**src/rtl/code_fetch_pkg.sv**
```systemverilog
// Shared types, default widths and the lane extraction helper for the code fetch buffer.
// Default geometry: 16-bit instructions, four per 64-bit BRAM line, 512 lines.
package code_fetch_pkg;

  localparam int DEF_INSTR_WIDTH     = 16;
  localparam int DEF_LINE_WIDTH      = 64;
  localparam int DEF_LINE_ADDR_WIDTH = 9;
  localparam int DEF_CNT_WIDTH       = 32;
  localparam int DEF_LANES           = DEF_LINE_WIDTH / DEF_INSTR_WIDTH;
  localparam int DEF_LANE_BITS       = $clog2(DEF_LANES);

  typedef enum logic [1:0] {
    IDLE,
    FETCH,
    WAIT,
    RESP
  } fetch_state_t;

  // Lane 0 occupies the least significant bits of the line.
  function automatic logic [DEF_INSTR_WIDTH-1:0] lane_select(
    input logic [DEF_LINE_WIDTH-1:0] line,
    input logic [DEF_LANE_BITS-1:0]  lane
  );
    return line[lane*DEF_INSTR_WIDTH +: DEF_INSTR_WIDTH];
  endfunction

endpackage

```
**src/rtl/code_fetch_buffer_sat_counter.sv**
```systemverilog
// Saturating event counter: counts inc pulses, sticks at all-ones.
// One cycle from inc to updated count; no backpressure.
module sat_counter #(
  parameter int WIDTH = 32
) (
  input  logic             clk,
  input  logic             rst,
  input  logic             inc,
  output logic [WIDTH-1:0] count
);

  always_ff @(posedge clk or negedge rst) begin
    if (!rst) begin
      count <= '0;
    end else if (inc && !(&count)) begin
      count <= count + 1'b1;
    end
  end

endmodule

```
**src/rtl/code_fetch_buffer.sv**
```systemverilog
// One-line instruction buffer in front of the code BRAM; hits answer 1 cycle after accept, misses 3.
// One request in flight; response holds until resp_ready, and no request is taken until it drains.
module code_fetch_buffer
  import code_fetch_pkg::*;
#(
  parameter  int INSTR_WIDTH     = DEF_INSTR_WIDTH,
  parameter  int LINE_WIDTH      = DEF_LINE_WIDTH,
  parameter  int LINE_ADDR_WIDTH = DEF_LINE_ADDR_WIDTH,
  parameter  int CNT_WIDTH       = DEF_CNT_WIDTH,
  localparam int LANES           = LINE_WIDTH / INSTR_WIDTH,
  localparam int LANE_BITS       = $clog2(LANES),
  localparam int PC_WIDTH        = LINE_ADDR_WIDTH + LANE_BITS
) (
  input  logic                       clk,
  input  logic                       rst,
  input  logic                       req_valid,
  output logic                       req_ready,
  input  logic [PC_WIDTH-1:0]        req_pc,
  output logic                       resp_valid,
  input  logic                       resp_ready,
  output logic [INSTR_WIDTH-1:0]     resp_instr,
  input  logic                       invalidate,
  output logic                       bram_r_valid,
  output logic [LINE_ADDR_WIDTH-1:0] bram_r_addr,
  input  logic [LINE_WIDTH-1:0]      bram_r_data,
  output logic [CNT_WIDTH-1:0]       stat_hits,
  output logic [CNT_WIDTH-1:0]       stat_misses
);

  fetch_state_t               state;
  logic [LINE_WIDTH-1:0]      line_buf;
  logic [LINE_ADDR_WIDTH-1:0] tag;
  logic                       line_valid;
  logic                       stale;
  logic [LINE_ADDR_WIDTH-1:0] line_q;
  logic [LANE_BITS-1:0]       lane_q;

  logic [LINE_ADDR_WIDTH-1:0] req_line;
  logic [LANE_BITS-1:0]       req_lane;
  logic                       accept;
  logic                       hit;
  logic [LINE_WIDTH-1:0]      sel_line;
  logic [LANE_BITS-1:0]       sel_lane;
  logic [INSTR_WIDTH-1:0]     sel_instr;

  assign req_line  = req_pc[PC_WIDTH-1:LANE_BITS];
  assign req_lane  = req_pc[LANE_BITS-1:0];
  assign req_ready = (state == IDLE);
  assign accept    = req_valid && req_ready;
  // An invalidate on the accept edge must not be overtaken by the old tag.
  assign hit       = line_valid && (tag == req_line) && !invalidate;

  // In WAIT the instruction comes straight from the BRAM data being captured.
  assign sel_line = (state == WAIT) ? bram_r_data : line_buf;
  assign sel_lane = (state == WAIT) ? lane_q : req_lane;

  if (INSTR_WIDTH == DEF_INSTR_WIDTH && LINE_WIDTH == DEF_LINE_WIDTH) begin : g_pkg_sel
    assign sel_instr = lane_select(sel_line, sel_lane);
  end else begin : g_gen_sel
    assign sel_instr = sel_line[sel_lane*INSTR_WIDTH +: INSTR_WIDTH];
  end

  always_ff @(posedge clk or negedge rst) begin
    if (!rst) begin
      state        <= IDLE;
      resp_valid   <= 1'b0;
      resp_instr   <= '0;
      bram_r_valid <= 1'b0;
      bram_r_addr  <= '0;
      line_buf     <= '0;
      tag          <= '0;
      line_valid   <= 1'b0;
      stale        <= 1'b0;
      line_q       <= '0;
      lane_q       <= '0;
    end else begin
      bram_r_valid <= 1'b0;
      if (invalidate) begin
        line_valid <= 1'b0;
      end
      case (state)
        IDLE: begin
          if (req_valid) begin
            line_q <= req_line;
            lane_q <= req_lane;
            if (hit) begin
              resp_instr <= sel_instr;
              resp_valid <= 1'b1;
              state      <= RESP;
            end else begin
              bram_r_valid <= 1'b1;
              bram_r_addr  <= req_line;
              state        <= FETCH;
            end
          end
        end
        FETCH: begin
          if (invalidate) begin
            stale <= 1'b1;
          end
          state <= WAIT;
        end
        WAIT: begin
          line_buf <= bram_r_data;
          // Data read before a rewrite is still returned, but never cached.
          if (invalidate) begin
            stale <= 1'b1;
          end else if (!stale) begin
            tag        <= line_q;
            line_valid <= 1'b1;
          end
          resp_instr <= sel_instr;
          resp_valid <= 1'b1;
          state      <= RESP;
        end
        RESP: begin
          if (resp_ready) begin
            resp_valid <= 1'b0;
            stale      <= 1'b0;
            state      <= IDLE;
          end
        end
        default: state <= IDLE;
      endcase
    end
  end

  sat_counter #(.WIDTH(CNT_WIDTH)) u_hit_cnt (
    .clk   (clk),
    .rst   (rst),
    .inc   (accept && hit),
    .count (stat_hits)
  );

  sat_counter #(.WIDTH(CNT_WIDTH)) u_miss_cnt (
    .clk   (clk),
    .rst   (rst),
    .inc   (accept && !hit),
    .count (stat_misses)
  );

endmodule

```
**config.mk**
```make
export PLATFORM = sky130hd
export DESIGN_NAME = code_fetch_buffer
export DESIGN_NICKNAME = d
export VERILOG_FILES = /design/src/rtl/code_fetch_pkg.sv /design/src/rtl/code_fetch_buffer_sat_counter.sv /design/src/rtl/code_fetch_buffer.sv
export SDC_FILE = /design/constraint.sdc
export NUM_CORES = 1
export LEC_CHECK = 0
export ABC_AREA = 1
export BUFFER_PORTS_ARGS = -buffer_cell sky130_fd_sc_hd__buf_2
export CAP_MARGIN = 20
export CORE_UTILIZATION = 44
export CTS_CLUSTER_SIZE = 40
export DETAILED_ROUTE_END_ITERATION = 8
export GPL_TIMING_DRIVEN = 1
export PLACE_DENSITY = 0.65
export SLEW_MARGIN = 10
export SYNTH_ARGS = -nofsm -noshare
export SYNTH_HDL_FRONTEND = slang
export SYNTH_SLANG_ARGS = --single-unit
export TNS_END_PERCENT = 30
```
**constraint.sdc**
```tcl
create_clock -name clk -period 4.4 [get_ports clk]
set_input_delay 0.66 -clock clk [delete_from_list [all_inputs] [get_ports clk]]
set_output_delay 0.66 -clock clk [all_outputs]
set_load 0.02 [all_outputs]
```
==> impl_metrics.py <==
metrics = {
    "synthesis": {
        "syn_area_per_cell_um2": 7.420,
        "synth-simple-area-share": 0.3134,
        "synth_top_family_by_area": "simple AND/OR/NAND/NOR gates",
        "synth-main-ff-cell": "dfrtp_1",
        "synth_fa_ha_area_frac": 0.007862,
        "syn_inst": 1287,
        "synth.distinct_cells": 37,
        "syn-cell-area_um2": 9549,
        "synthMuxAreaShare": 0.01481,
        "yosysSeqAreaShare": 0.4691,
        "synth-compound-area-share": 0.07980,
        "synth_edf_count": 0,
        "synth_warnings": 0,
        "syn_nets": 1373,
        "synth_xor_xnor_area_share": 0.03210,
        "ys_async_sr_fraction": 1.000,
        "synth-seq-cells": 179,
    },
    "pwr": {
        "internal_power_w": 0.003736,
        "p_per_area_nw_per_um2": 545.8,
        "ir_drop_v": 0.0003264,
        "seqPwrFrac": 0.395,
        "power_switching_w": 0.002385,
        "p_leak_nw": 5.807,
        "pwr-share-comb": 0.340,
        "netSwitchingFraction": 0.3896,
        "clkPwrFrac": 0.265,
    },
    "placement": {
        "place_congestion": 0.9011,
        "io_buffers": 171,
        "dp.cells": 1695,
        "dp_hpwl_mm": 17.45,
    },
    "die": {
        "rows": 53,
        "io_pins": 172,
        "start_util": 0.4514,
        "dieArea_um2": 22300,
        "core-area_um2": 21150,
        "die_height_um": 149.3,
        "die_w_um": 149.3,
    },
    "global_routing": {
        "grt_pass1_wl_mm": 40.86,
        "grt_max_degree": 120,
        "track_usage": 0.2311,
        "antenna_found_initial": 0,
        "grt-ovfl-total": 0,
        "grt_pass1_vias": 8114,
    },
    "detailed_routing": {
        "drc": 0,
        "dr.pass1.iters": 5,
        "detail-route-antenna-nets": 0,
        "avgViaCountPerCell": 4.954,
        "drt-initial-drc-count": 533,
        "dr_total_vias": 8555,
        "wl_per_cell_um": 14.24,
        "wl_mm": 24.59,
    },
    "setup_path": {
        "cp.arrival_ps": 3420,
        "worstPathRequired_ps": 4710,
        "crit_path_end_kind": "register",
        "worst-setup-path-type": "register to register",
        "cp-start-kind": "register",
        "path_max_fanout": 48,
    },
    "sta": {
        "fin_skew_ps": 15.38,
        "tightest_slew_ps": 1006,
        "rsz0062_at_grt": "no",
        "setup_viol": 0,
        "finalCriticalPeriod_ps": 3111,
        "tns_ps": 0,
        "fin_crit_sh": 0.7070,
        "hold_viol": 0,
        "slew_headroom": 0.3290,
        "slew_viol_final": 0,
        "fmaxAchievable_ghz": 0.3214,
        "whs_ps": 294.0,
    },
    "cts": {
        "htreeDepth": 4,
        "clockRootBuffer": "clkbuf_16",
        "cts.repair.resized": 0,
        "postCtsHoldBufs": 0,
        "clkLatencyLatePin_ps": 430,
        "cts_buffer_depth": 2,
        "cts.sinks": 179,
        "cts_tree": "done",
        "cts_setup_buffers": 0,
        "cts_made_buffers": 17,
        "clk_pin_slew_worst_paths_ps": 80,
    },
    "cells_and_area": {
        "nNetsFinal": 1525,
        "diodes": 0,
        "final_common_cell": "nand2_1",
        "drive_gt1_frac": 0.1625,
        "area_delta_synth_final_pct": 17.44,
        "instances_no_fill": 1727,
        "mostFrequentLayoutCells": "nand2_1, dfrtp_1, buf_2",
    },
    "job": {
        "drv_cap": 0,
    },
    "run_status": {
        "status": "complete, no violations",
    },
    "hold_path": {
        "hold_path_class": "input port to async pin",
    },
}
worst max-delay path: stages, from the launching register on:
cell	delay, ps
dfrtp_1	410
inv_1	140
ha_4	520
nand2_1	130
o21ai_2	80
buf_4	350
clkinv_1	660
o21ai_0	370
a21oi_1	70
o21ai_0	170
nand2_1	60
power by group through the flow:
stage / clock [W] / sequential, W / combinational [W]
2_1_floorplan: 0 / 0.00254 / 0.00137
3_3_place_gp: 0 / 0.00243 / 0.00204
3_5_place_dp: 0 / 0.00245 / 0.00208
4_1_cts: 0.00166 / 0.00242 / 0.00210
5_1_grt: 0.00173 / 0.00247 / 0.00238
6_report: 0.00162 / 0.00242 / 0.00208
layer usage:
| metal | vias to the layer above | global-route usage | wire, um | share of wire |
|---|---|---|---|---|
| met5 | - | 0 | 0 | 0 |
| met4 | 0 | 0.07755 | 456 | 0.019 |
| met3 | 31 | 0.03700 | 1092 | 0.044 |
| met2 | 195 | 0.3774 | 11740 | 0.48 |
| met1 | 3998 | 0.3113 | 11290 | 0.46 |
| li1 | 4331 | - | - | - |
area by class of cell:
type                            instances  area, um^2
Clock buffer                           18       439.2
Multi-Input combinational cell        919        4294
Timing Repair Buffer                  177       922.1
Inverter                              145       545.5
Sequential cell                       179        4479
Clock inverter                         14       190.2
Fill cell                            2102        9940
Tap cell                              275       344.1
cells by family after synthesis:
group | after synthesis
AO/OA/AOI/OAI | 149
adder cells (fa/ha/maj) | 6
flip-flops | 179
XOR/XNOR | 35
buffers and inverters | 189
multiplexers | 14
AND/OR/NAND/NOR | 715
metrics by stage:
step / instance area (um^2) / setup WS, ps / util / power (W)
2_1_floorplan: 9549 / 2547 / - / 0.003909
3_3_place_gp: 10590 / 1392 / 0.5004 / 0.004471
3_5_place_dp: 10590 / 1284 / 0.5004 / 0.004534
4_1_cts: 11210 / 1267 / 0.5301 / 0.006176
5_1_grt: 11210 / 877.5 / 0.5301 / 0.006582
6_report: 11210 / 1289 / 0.5301 / 0.006121
final timing paths:
kind,start,end,slack (ps),depth (start not counted)
worst max-delay path,state[0],resp_instr[8],1290,10
worst min-delay path,rst,bram_r_addr[1],290,1
worst max register to register,state[0],resp_instr[8],1290,10
worst min register to register,line_buf[34],line_buf[34],480,2
max in group asynchronous,rst,u_miss_cnt.count[28],3070,2
min in group clk,bram_r_data[14],line_buf[14],460,3
state kept, by name, summed over array words and instances, names as in the netlist:
name              cells
line_valid            1
bram_r_valid          1
resp_instr           16
resp_valid            1
tag                   9
u_hit_cnt.count      32
state                 2
bram_r_addr           9
u_miss_cnt.count     32
line_q                9
lane_q                2
line_buf             64
stale                 1
synthesized netlist by cell type (11+ instances only):
cell,n,share of area
buf_2,22,0.012
dfrtp_1,179,0.47
a21oi_1,17,0.0089
clkbuf_1,11,0.0043
xor2_1,23,0.021
mux2i_1,13,0.014
o21ai_0,112,0.059
xnor2_1,12,0.011
inv_1,136,0.053
nand3_1,81,0.042
nor2_1,138,0.054
nand3b_1,21,0.017
nand2_1,449,0.18
(Power assumes the default switching activity.)
